===== src/rtl/demux1to4_stream_if.sv =====
// Stream bundle for the 1-to-4 demux: one valid/ready input and four
// valid/ready output channels. Each output channel also has a transfer counter.
interface demux1to4_stream_if #(
  parameter int DATA_W = 4,
  parameter int CNT_W  = 8
);
  logic                  in_valid;
  logic                  in_ready;
  logic [DATA_W-1:0]     in_data;
  logic [1:0]            in_sel;
  logic                  in_mode;
  logic [3:0]            out_valid;
  logic [3:0]            out_ready;
  logic [4*DATA_W-1:0]   out_data;
  logic [4*CNT_W-1:0]    out_count;

  // The demux block itself sits on the slave side.
  modport slave (
    input  in_valid, in_data, in_sel, in_mode, out_ready,
    output in_ready, out_valid, out_data, out_count
  );

  // The producer and consumers together sit on the master side.
  modport master (
    output in_valid, in_data, in_sel, in_mode, out_ready,
    input  in_ready, out_valid, out_data, out_count
  );
endinterface


===== src/rtl/demux1to4_stream.sv =====
// 1-to-4 stream demultiplexer. Each input word goes to one of four
// one-entry output registers. The target channel comes from in_sel or from a
// round-robin pointer. Every channel counts its completed output transfers.

// One output channel: a one-entry register plus a transfer counter.
module demux1to4_stream_chan #(
  parameter int DATA_W = 4,
  parameter int CNT_W  = 8
) (
  input  logic              clk,
  input  logic              rst,
  input  logic              load,
  input  logic [DATA_W-1:0] data,
  input  logic              ready,
  output logic              valid,
  output logic [DATA_W-1:0] q,
  output logic [CNT_W-1:0]  count
);
  logic xfer;

  assign xfer = valid && ready;

  // A load wins over a drain. This lets a full channel take a new word in the
  // same cycle it hands one off.
  always_ff @(posedge clk or posedge rst) begin
    if (rst) begin
      valid <= 1'b0;
      q     <= '0;
    end else if (load) begin
      valid <= 1'b1;
      q     <= data;
    end else if (xfer) begin
      valid <= 1'b0;
    end
  end

  // Completed output transfers. The counter wraps naturally.
  always_ff @(posedge clk or posedge rst) begin
    if (rst)       count <= '0;
    else if (xfer) count <= count + 1'b1;
  end
endmodule

module demux1to4_stream #(
  parameter int DATA_W = 4,
  parameter int CNT_W  = 8
) (
  input logic               clk,
  input logic               rst,
  demux1to4_stream_if.slave bus
);
  localparam int NUM_CH = 4;

  logic [1:0]                     rr_ptr;
  logic [1:0]                     target;
  logic                           accept;
  logic [NUM_CH-1:0]              valid;
  logic [NUM_CH-1:0][DATA_W-1:0]  q;
  logic [NUM_CH-1:0][CNT_W-1:0]   count;

  // Pick the channel for the current input word.
  always_comb begin
    target = bus.in_mode ? rr_ptr : bus.in_sel;
  end

  // Ready depends only on the target channel's state, never on in_valid.
  // A stalled channel blocks the input only while it is the target.
  assign bus.in_ready = !rst && (!valid[target] || bus.out_ready[target]);
  assign accept       = bus.in_valid && bus.in_ready;

  // The round-robin pointer moves only on round-robin accepts. A switch to
  // steered mode leaves it where it is.
  always_ff @(posedge clk or posedge rst) begin
    if (rst)                         rr_ptr <= '0;
    else if (accept && bus.in_mode)  rr_ptr <= rr_ptr + 2'd1;
  end

  for (genvar k = 0; k < NUM_CH; k++) begin : g_ch
    demux1to4_stream_chan #(
      .DATA_W (DATA_W),
      .CNT_W  (CNT_W)
    ) u_chan (
      .clk   (clk),
      .rst   (rst),
      .load  (accept && (target == 2'(k))),
      .data  (bus.in_data),
      .ready (bus.out_ready[k]),
      .valid (valid[k]),
      .q     (q[k]),
      .count (count[k])
    );
  end

  // The packed layout puts channel k at [k*W +: W] of the flat buses.
  assign bus.out_valid = valid;
  assign bus.out_data  = q;
  assign bus.out_count = count;
endmodule

===== src/flat_wrapper.sv =====
// flat-port wrapper written by rule: the top's interface ports become plain ports
module demux1to4_stream_flat 
#(
  parameter int DATA_W = 4,
  parameter int CNT_W  = 8
)
  (clk, rst, bus_in_valid, bus_in_data, bus_in_sel, bus_in_mode, bus_out_ready, bus_in_ready, bus_out_valid, bus_out_data, bus_out_count);
  demux1to4_stream_if #(.DATA_W(DATA_W), .CNT_W(CNT_W)) bus_i ();
  input logic clk;
  input logic rst;
  input wire logic [$bits(bus_i.in_valid)-1:0] bus_in_valid;
  input wire logic [$bits(bus_i.in_data)-1:0] bus_in_data;
  input wire logic [$bits(bus_i.in_sel)-1:0] bus_in_sel;
  input wire logic [$bits(bus_i.in_mode)-1:0] bus_in_mode;
  input wire logic [$bits(bus_i.out_ready)-1:0] bus_out_ready;
  output wire logic [$bits(bus_i.in_ready)-1:0] bus_in_ready;
  output wire logic [$bits(bus_i.out_valid)-1:0] bus_out_valid;
  output wire logic [$bits(bus_i.out_data)-1:0] bus_out_data;
  output wire logic [$bits(bus_i.out_count)-1:0] bus_out_count;
  assign bus_i.in_valid = bus_in_valid;
  assign bus_i.in_data = bus_in_data;
  assign bus_i.in_sel = bus_in_sel;
  assign bus_i.in_mode = bus_in_mode;
  assign bus_i.out_ready = bus_out_ready;
  assign bus_in_ready = bus_i.in_ready;
  assign bus_out_valid = bus_i.out_valid;
  assign bus_out_data = bus_i.out_data;
  assign bus_out_count = bus_i.out_count;
  demux1to4_stream #(.DATA_W(DATA_W), .CNT_W(CNT_W)) u_core (.clk(clk), .rst(rst), .bus(bus_i));
endmodule

===== config.mk =====
export PLATFORM = sky130hd
export DESIGN_NAME = demux1to4_stream_flat
export DESIGN_NICKNAME = d
export VERILOG_FILES = /design/src/rtl/demux1to4_stream_if.sv /design/src/rtl/demux1to4_stream.sv /design/src/flat_wrapper.sv
export SDC_FILE = /design/constraint.sdc
export NUM_CORES = 1
export LEC_CHECK = 0
export BUFFER_PORTS_ARGS = -buffer_cell sky130_fd_sc_hd__buf_4
export CAP_MARGIN = 20
export CORE_MARGIN = 2
export CORE_UTILIZATION = 40
export CTS_CLUSTER_SIZE = 25
export DETAILED_ROUTE_END_ITERATION = 10
export PLACE_DENSITY = 0.64
export SYNTH_ARGS = -nofsm -noshare
export SYNTH_HDL_FRONTEND = slang
export SYNTH_SLANG_ARGS = --single-unit

===== constraint.sdc =====
create_clock -name clk -period 6.5 [get_ports clk]
set_clock_uncertainty 0.05 [all_clocks]
set_input_delay 1.3 -clock clk [delete_from_list [all_inputs] [get_ports clk]]
set_output_delay 1.3 -clock clk [all_outputs]
set_load 0.02 [all_outputs]

[Yosys cells after proc, flatten, opt, wreduce, memory -nomap -nowiden]
Cells that the tools add are included.
Word-level totals
  register bits: 54
  input bits: 14
Cells by class
  $add $sub $neg: 5
  magnitude comparators: 1
  eq/ne operators: 3
  mux-type cells: 13
  reduce and logical (&&, ||, !) cells: 19
Operators with widths (number)
  adder 8 x 1 -> 8 bit, second input constant: 4
  logical AND 1 bit: 11
  two-way mux 1 bit: 10
  nonzero test 2 bit: 4
  binary-select mux 1 bit (select 2 bit): 2
  == test 2 bit, second input constant: 2
  < comparator 2 x 3 -> 1 bit, second input constant: 1
  adder 2 x 1 -> 2 bit, second input constant: 1
  == test 2 x 1 -> 1 bit, second input constant: 1
  logical NOT 1 bit: 2
  logical NOT 2 bit: 1
  two-way mux 2 bit: 1
  logical OR 1 bit: 1

[Depth between registers and ports, before layout]
Gate-level depths: netlist of run 1.
  word-level depth: 9
  depth in mapped cells: 4
  depth with buffers taken out: 4

[By module]
A second synthesis of run 1 with hierarchy kept.
Unflattened totals
  cell total of the unflattened synthesis: 186
  area total of the unflattened synthesis: 2399.8 µm²
Modules (own cells, without submodules)
  demux1to4_stream_chan: times used 4, cells an instance 40, area an instance 544.3 µm²
  demux1to4_stream: times used 1, cells an instance 26, area an instance 222.7 µm²

[Least setup slack after synthesis of run 1]
Ideal clock, no wire load.
  path kind: input to output
  start point: input port rst
  end point: output port bus_in_ready
  data arrival time: 2952 ps
  data required time: 5150 ps
  setup slack: 2198 ps
  cell stages on the path: 3
  path buffers: 0
  cells stage by stage: inv_1 > nand2_1 > o2bb2ai_1
On the way
  longest elaborated chain between the ends: 2
Ends and longest elaborated chain
  start: declaration: RTL line flat_wrapper.sv:10  | input logic rst;
  logical NOT 1 bit: RTL line demux1to4_stream.sv:68  | assign bus.in_ready = !rst && (!valid[target] || bus.out_ready[target]);
  logical AND 1 bit: RTL line demux1to4_stream.sv:68
  end: declaration: RTL line flat_wrapper.sv:16  | output wire logic [$bits(bus_i.in_ready)-1:0] bus_in_ready;
No other way between the ends.

[Final worst setup path of run 1]
  start point: input port bus_in_mode
  end point: output port bus_in_ready
On the way
  longest elaborated chain between the ends: 6
  elaborated cells on any way between the ends: 8
  those cells by class: mux (5); reduce/logical (3)
Ends and longest elaborated chain
  start: declaration: RTL line flat_wrapper.sv:14  | input wire logic [$bits(bus_i.in_mode)-1:0] bus_in_mode;
  two-way mux 2 bit (*): RTL line demux1to4_stream.sv:63  | target = bus.in_mode ? rr_ptr : bus.in_sel;
  binary-select mux 1 bit (select 2 bit): RTL line demux1to4_stream.sv:68
  two-way mux 1 bit (not written as such): RTL line demux1to4_stream.sv:68
  logical NOT 1 bit: RTL line demux1to4_stream.sv:68
  logical OR 1 bit (*): RTL line demux1to4_stream.sv:68
  logical AND 1 bit (*): RTL line demux1to4_stream.sv:68
Every way passes the cells marked *; elsewhere a longest branch is shown, timed or not. The select of a mux whose other input is x is not followed.

==> results by group, run 1 <==
Flow run
  • Max-cap viol count: 0

Place
  • Final HPWL DP: between 3 and 4 mm
  • I/O Buffers: between 60 and 70
  • Dpl cells: 331
  • GP Congestion: 0.7396

Power and ir drop
  • P_leak: 1.514 nW
  • Max VDD drop: just over 0.2 mV
  • Power Total: between 0.001 and 0.0015 W
  • Pwr dens: 403.3 nW/um^2

Timing
  • RSZ-0062 raised after global routing: no
  • Final setup viols: 0
  • Final TNS setup: 0 ns
  • Achievable Freq: between 200 and 300 MHz
  • Worst slew margin: 0.5538
  • Worst slew pin tran: 0.6692 ns
  • Min cycle time layout: 3.713 ns
  • Tcrit/Tclk final: 0.5712
  • Slew Viols, Final: 0
  • Hold Worst Slack: 0.4190 ns
  • Hold Fails Final Rpt: 0

CTS
  • Postcts setup bufs: 0
  • Num Clock Sinks: 54
  • Clk root buf: clkbuf_8
  • Number of CTS-inserted buffers: 5
  • PostCTS Resize Cnt: 0
  • Reg clk slew, reported paths: 0.09 ns
  • Hold buffers post-CTS: 0
  • H-tree depth: 2
  • Worst skew pair latency: 0.30 ns
  • Clk buf depth: 2
  • CTS tree: yes

Outcome
  • Status: completed

Logic synthesis
  • Sequential fraction of the synthesis area: 0.5616
  • Post-synth EDFFs: 0
  • Syn Area/Cell: 12.47 sq um
  • Commonest cells post-synth: dfrtp_1 (54), mux2_2 (17), nand2_1 (17), xnor2_1 (17), xor2_1 (11)
  • Cell variety after synth: 31
  • Synth warn: 0
  • Count leader, synth: dfrtp_1
  • #FFs+latches synth: 54
  • Synth Flop Type: dfrtp_1
  • Largest area contributor in the netlist: dfrtp_1
  • Top post-synthesis cells by area: dfrtp_1 (56%), mux2_2 (8.0%), xnor2_1 (6.2%), xor2_1 (4.0%), nand2_1 (2.7%)
  • Asr flop ratio synth: 1.000
  • Synth Instances: 193
  • Top cell type's share of synthesized area: 0.5616
  • Mapped Area: 2406 sq um
  • Synth Net Count: about 210

Setup path
  • Req. time, crit path: 5.15 ns
  • CP Launch Type: input port
  • Worst R2R Start: u_core.rr_ptr[0]
  • Worst Setup End Kind: output pin
  • Max FO, Critical Path: 6
  • Arrival time of the worst setup path: 2.36 ns
  • Crit Path Category: input port to output pin
  • Setup crit start: bus_in_mode

Global routing
  • Total grt overflow: 0
  • First-pass GRT wire length: 7.596 mm
  • Vias in the first global route: 1666
  • Antenna violations before repair: 0
  • GRT Total Usage: 0.1500
  • Largest net degree at the start of global routing: 55

Finish
  • Final #Nets: 281
  • Final cell count without fillers: 339
  • Area grow syn2layout: 28.13%
  • Ant diodes: 0
  • Share of layout cells above drive strength 1: 0.3674

Die
  • Die Span Y: around 82 um
  • Initial core utilization: 0.4112
  • IO Pins: 67
  • Chip Width: 81.56 um
  • # rows: 28
  • Core area: 5851 sq um
  • Die area: 6651 sq um

Routing
  • DR DRC count: 0
  • Total wire length: 4.589 mm
  • Routed Antenna Nets: 0
  • Via density: 4.906
  • 1st-pass router iterations: 4
  • Wirelength per Cell: 13.54 um
  • Vias: 1663
  • DRT iter0 DRCs: 64

Hold path
  • Hold Crit Class: flip-flop to flip-flop
  • Hold Path Origin: u_core.g_ch[0].u_chan.count[7]
[worst paths after layout]
check                      cells after the start                             end  slack, ns
setup / recovery                               5                    bus_in_ready       2.79
setup reg to reg                               3      u_core.g_ch[2].u_chan.q[0]       4.59
min in group asynchronous                      3                u_core.rr_ptr[0]       1.16
hold reg to reg                                1  u_core.g_ch[0].u_chan.count[7]       0.42
max in group asynchronous                      3  u_core.g_ch[3].u_chan.count[0]       4.78
hold / removal                                 1  u_core.g_ch[0].u_chan.count[7]       0.42
[power breakdown]
part           switching, W  leakage (nW)  total, W  internal [W]
Sequential        0.0000961         0.687  0.000538      0.000442
Combinational      0.000253         0.776  0.000485      0.000233
Clock              0.000106        0.0514  0.000221      0.000115
Total              0.000454          1.51   0.00124      0.000789
[final cells by class]
| type | count | area, sq um |
|---|---|---|
| Fill cell | 541 | 2768 |
| Sequential cell | 54 | 1351 |
| Multi-Input combinational cell | 129 | 1002 |
| Timing Repair Buffer | 67 | 503.0 |
| Tap cell | 75 | 93.84 |
| Clock buffer | 6 | 72.57 |
| Clock inverter | 2 | 37.54 |
| Inverter | 6 | 22.52 |
[per-layer routing]
layer,part of all wire,routed length [um],vias to the layer above,global-route usage
met5,0,0,-,0
met4,0.012,53,0,0.05593
met3,0.072,329,5,0.04396
met2,0.47,2158,45,0.2377
met1,0.45,2049,808,0.1949
li1,-,-,805,-
[stage by stage]
stage | instance area [sq um] | setup WS, ns | utilization
after floorplan | 2406 | 2.198 | -
after global placement | 2973 | 2.843 | 0.5081
after detailed placement | 2973 | 2.787 | 0.5081
after CTS | 3083 | 2.780 | 0.5269
after global routing | 3083 | 2.688 | 0.5269
final | 3083 | 2.787 | 0.5269
[registers in the layout (all words and copies together) (netlist names)]
name / count
u_core.g_ch.u_chan.valid: 4
u_core.g_ch.u_chan.q: 16
u_core.rr_ptr: 2
u_core.g_ch.u_chan.count: 32
[critical path, cell delays in order]
cell and delay (ns):
buf_4 0.12, mux2i_2 0.49, nand2_1 0.10, o2bb2ai_1 0.18, buf_4 0.17
[kinds of logic (layout without fill, tap and decap cells)]
family / after synthesis / count (layout) / share of synthesized area
xor+xnor: 28 / 28 / 0.1019
fa+ha+maj: 4 / 4 / 0.02080
compound gates: 5 / 5 / 0.01924
flops: 54 / 54 / 0.5616
simple gates: 67 / 67 / 0.1581
mux: 25 / 25 / 0.1165
buf+inv: 10 / 81 / 0.02184
[layout by cell type, fill, tap and decap left out, drive strengths merged, types with 2 or more instances in the layout]
master and instances:
buf 67, dfrtp 54, mux2 21, nand2 17, xnor2 17, xor2 11
nand3 9, nor3 7, nand4 7, inv 6, clkbuf 6, nor2 5
and3 5, ha 4, mux2i 4, nor4 4, nor2b 3, nand2b 3
or2 2
No activity file was read; power rests on OpenSTA's default activity.
==> inputs of run 2 (changes only) <==
==> constraint.sdc (replaced) <==
create_clock -name clk -period 3.5 [get_ports clk]
set_clock_uncertainty 0.05 [all_clocks]
set_input_delay 0.7 -clock clk [delete_from_list [all_inputs] [get_ports clk]]
set_output_delay 0.7 -clock clk [all_outputs]
set_load 0.02 [all_outputs]
==> run 2 against run 1 <==
Combinational power rose by 85%; routed wire length decreased by 3.0%; first-iteration DRC count up 6.3%; power is 81% higher; worst setup slack got worse by 1.8 ns; via count rose by 0.18%; hold slack improved by 0.00051 ns; sequential power grew 85%; utilization decreased by 0.17 points; critical path depth is the same; critical path type unchanged; highest routed layer unchanged.
==> results by group, run 2 (synthesis results as in run 1) <==
Hold path
  • Hold Crit Class: flip-flop to flip-flop
  • Hold Path Origin: u_core.g_ch[3].u_chan.count[7]

Die
  • Core area: 5851 sq um (unchanged)
  • Chip Width: 81.56 um (unchanged)
  • Die area: 6651 sq um (unchanged)
  • Initial core utilization: 0.4112 (unchanged)
  • IO Pins: 67 (unchanged)
  • Die Span Y: 81.56 um (unchanged)
  • # rows: 28 (unchanged)

Setup path
  • Worst R2R Start: u_core.rr_ptr[0]
  • Crit Path Category: input port to output pin
  • Worst Setup End Kind: output pin
  • Crit path cell chain: buf_4 > mux2i_2 > nand2_1 > o2bb2ai_1 > buf_4
  • Arrival time of the worst setup path: 1.76 ns (-0.60 ns)
  • Slowest CP cell: mux2i_2
  • Max FO, Critical Path: 6 (unchanged)
  • Crit-path max cell delay: 0.49 ns (about the same)
  • Req. time, crit path: 2.75 ns (-2.40 ns)
  • Setup crit start: bus_in_mode
  • Critical path's top delay family: multiplexers
  • Cell mode on critical path: buf_4
  • Worst Path Buf+Inv: 2 (unchanged)
  • CP Launch Type: input port

CTS
  • Clk buf depth: 2 (unchanged)
  • Worst skew pair latency: 0.30 ns (about the same)
  • Hold buffers post-CTS: 0 (unchanged)
  • Postcts setup bufs: 0 (unchanged)
  • Clk root buf: clkbuf_8
  • Number of CTS-inserted buffers: 5 (unchanged)
  • Reg clk slew, reported paths: 0.09 ns (about the same)
  • CTS tree: yes
  • PostCTS Resize Cnt: 0 (unchanged)
  • H-tree depth: 2 (unchanged)
  • Num Clock Sinks: 54 (unchanged)

Routing
  • 1st-pass router iterations: 4 (unchanged)
  • DRT iter0 DRCs: 68 (+6.3%)
  • Vias: 1666 (+0.18%)
  • Routed Antenna Nets: 0 (unchanged)
  • Wirelength per Cell: 13.13 um (-3.0%)
  • Total wire length: 4.450 mm (-3.0%)
  • Via density: 4.914 (+0.18%)
  • DR DRC count: 0 (unchanged)

Finish
  • Final instance area: 3073 sq um (-0.32%)
  • Top register by number of flip-flops: u_core.g_ch.u_chan.count
  • Area grow syn2layout: 27.72%
  • Share of layout cells above drive strength 1: 0.3712 (+0.003788)
  • Largest registers: u_core.g_ch.u_chan.count x32, u_core.g_ch.u_chan.q x16, u_core.g_ch.u_chan.valid x4
  • Area occupied by multi-input gates: 1002 sq um (unchanged)
  • Max reg flops: 32 (unchanged)
  • Most frequent cells in the layout: buf_4 (67), dfrtp_1 (54), nand2_1 (17), mux2_2 (17), xnor2_1 (17)
  • FF+latch area: 1351 sq um (unchanged)
  • Ant diodes: 0 (unchanged)
  • Fill cells: 539 (-0.37%)
  • Most common cell after layout, fill and taps aside: buf_4
  • Final #Nets: 281 (unchanged)
  • Fin util: 0.5252 (-0.001711)

Timing
  • Final TNS setup: 0 ns (unchanged)
  • Hold Worst Slack: 0.4195 ns (+0.0005150 ns)
  • Tcrit/Tclk final: 0.7177
  • Slew Viols, Final: 0 (unchanged)
  • Hold Fails Final Rpt: 0 (unchanged)
  • Min cycle time layout: 2.512 ns
  • Achievable Freq: roughly 400 MHz
  • Worst slew margin: 0.5577 (+0.003822)
  • Final setup viols: 0 (unchanged)
  • Worst slew pin tran: 0.6635 ns (-0.005732 ns)
  • RSZ-0062 raised after global routing: no

Flow run
  • Max-cap viol count: 0 (unchanged)

Global routing
  • Vias in the first global route: 1610 (-3.4%)
  • GRT Total Usage: 0.1457 (-0.004215)
  • Antenna violations before repair: 0 (unchanged)
  • Total grt overflow: 0 (unchanged)
  • Largest net degree at the start of global routing: 55 (unchanged)
  • First-pass GRT wire length: 7.500 mm (-1.3%)

Outcome
  • Status: completed

Power and ir drop
  • Max VDD drop: 0.4999 mV (+150%)
  • P_leak: 1.514 nW (about the same)
  • Pwr dens: 733.6 nW/um^2 (+82%)

Place
  • I/O Buffers: 66 (unchanged)
  • GP Congestion: 0.8034 (+8.6%)
  • Placed inst area: 2973 sq um (unchanged)
  • Final HPWL DP: 3.307 mm (-2.5%)
## run 2: cell types whose count changed in the layout (fill, tap and decap cells not counted)
cell        delta
bufinv_16      -1
clkbuf_1       -1
clkbuf_8       +1
clkinv_4       +2
clkinvlp_4     -1
## run 2: cell type report
type	instances	share of cell area
Tap cell	75	0.03054
Clock buffer	6	0.02687
Timing Repair Buffer	67	0.1637
Multi-Input combinational cell	129	0.3261
Inverter	6	0.007329
Sequential cell	54	0.4397
Clock inverter	2	0.005700
## run 2: metrics by stage
| stage | instances | total power, W | worst slack, ns |
|---|---|---|---|
| after global routing | 339 | 0.002411 | 0.9170 |
| after detailed placement | 331 | 0.001919 | 1.019 |
| after CTS | 339 | 0.002292 | 1.004 |
| after global placement | 331 | 0.001903 | 1.050 |
| after floorplan | 193 | 0.001525 | 0.3982 |
| final | 339 | 0.002254 | 0.9881 |
## run 2: per-layer routing
metal	track usage	routed length, um	vias to the layer above
met1	0.1983	2048	792
met4	0.04576	48	0
met2	0.2180	1983	48
met3	0.05165	370	7
met5	0	0	-
li1	-	-	819
## run 2: path summary, 6_finish.rpt
kind / slack [ns] / end / depth (start not counted)
worst max-delay path: 0.99 / bus_in_ready / 5
worst min-delay path: 0.42 / u_core.g_ch[3].u_chan.count[7] / 1
worst max register to register: 1.67 / u_core.g_ch[2].u_chan.q[0] / 3
worst min register to register: 0.42 / u_core.g_ch[3].u_chan.count[7] / 1
max in group asynchronous: 2.38 / u_core.g_ch[3].u_chan.count[6] / 3
min in group asynchronous: 0.56 / u_core.g_ch[0].u_chan.valid / 3
## run 2: power breakdown
part	total, W	leakage, nW	internal (W)	switching [W]
clock network	0.000361	0.0514	0.000163	0.000198
registers	0.000996	0.687	0.000820	0.000176
logic	0.000898	0.776	0.000432	0.000466
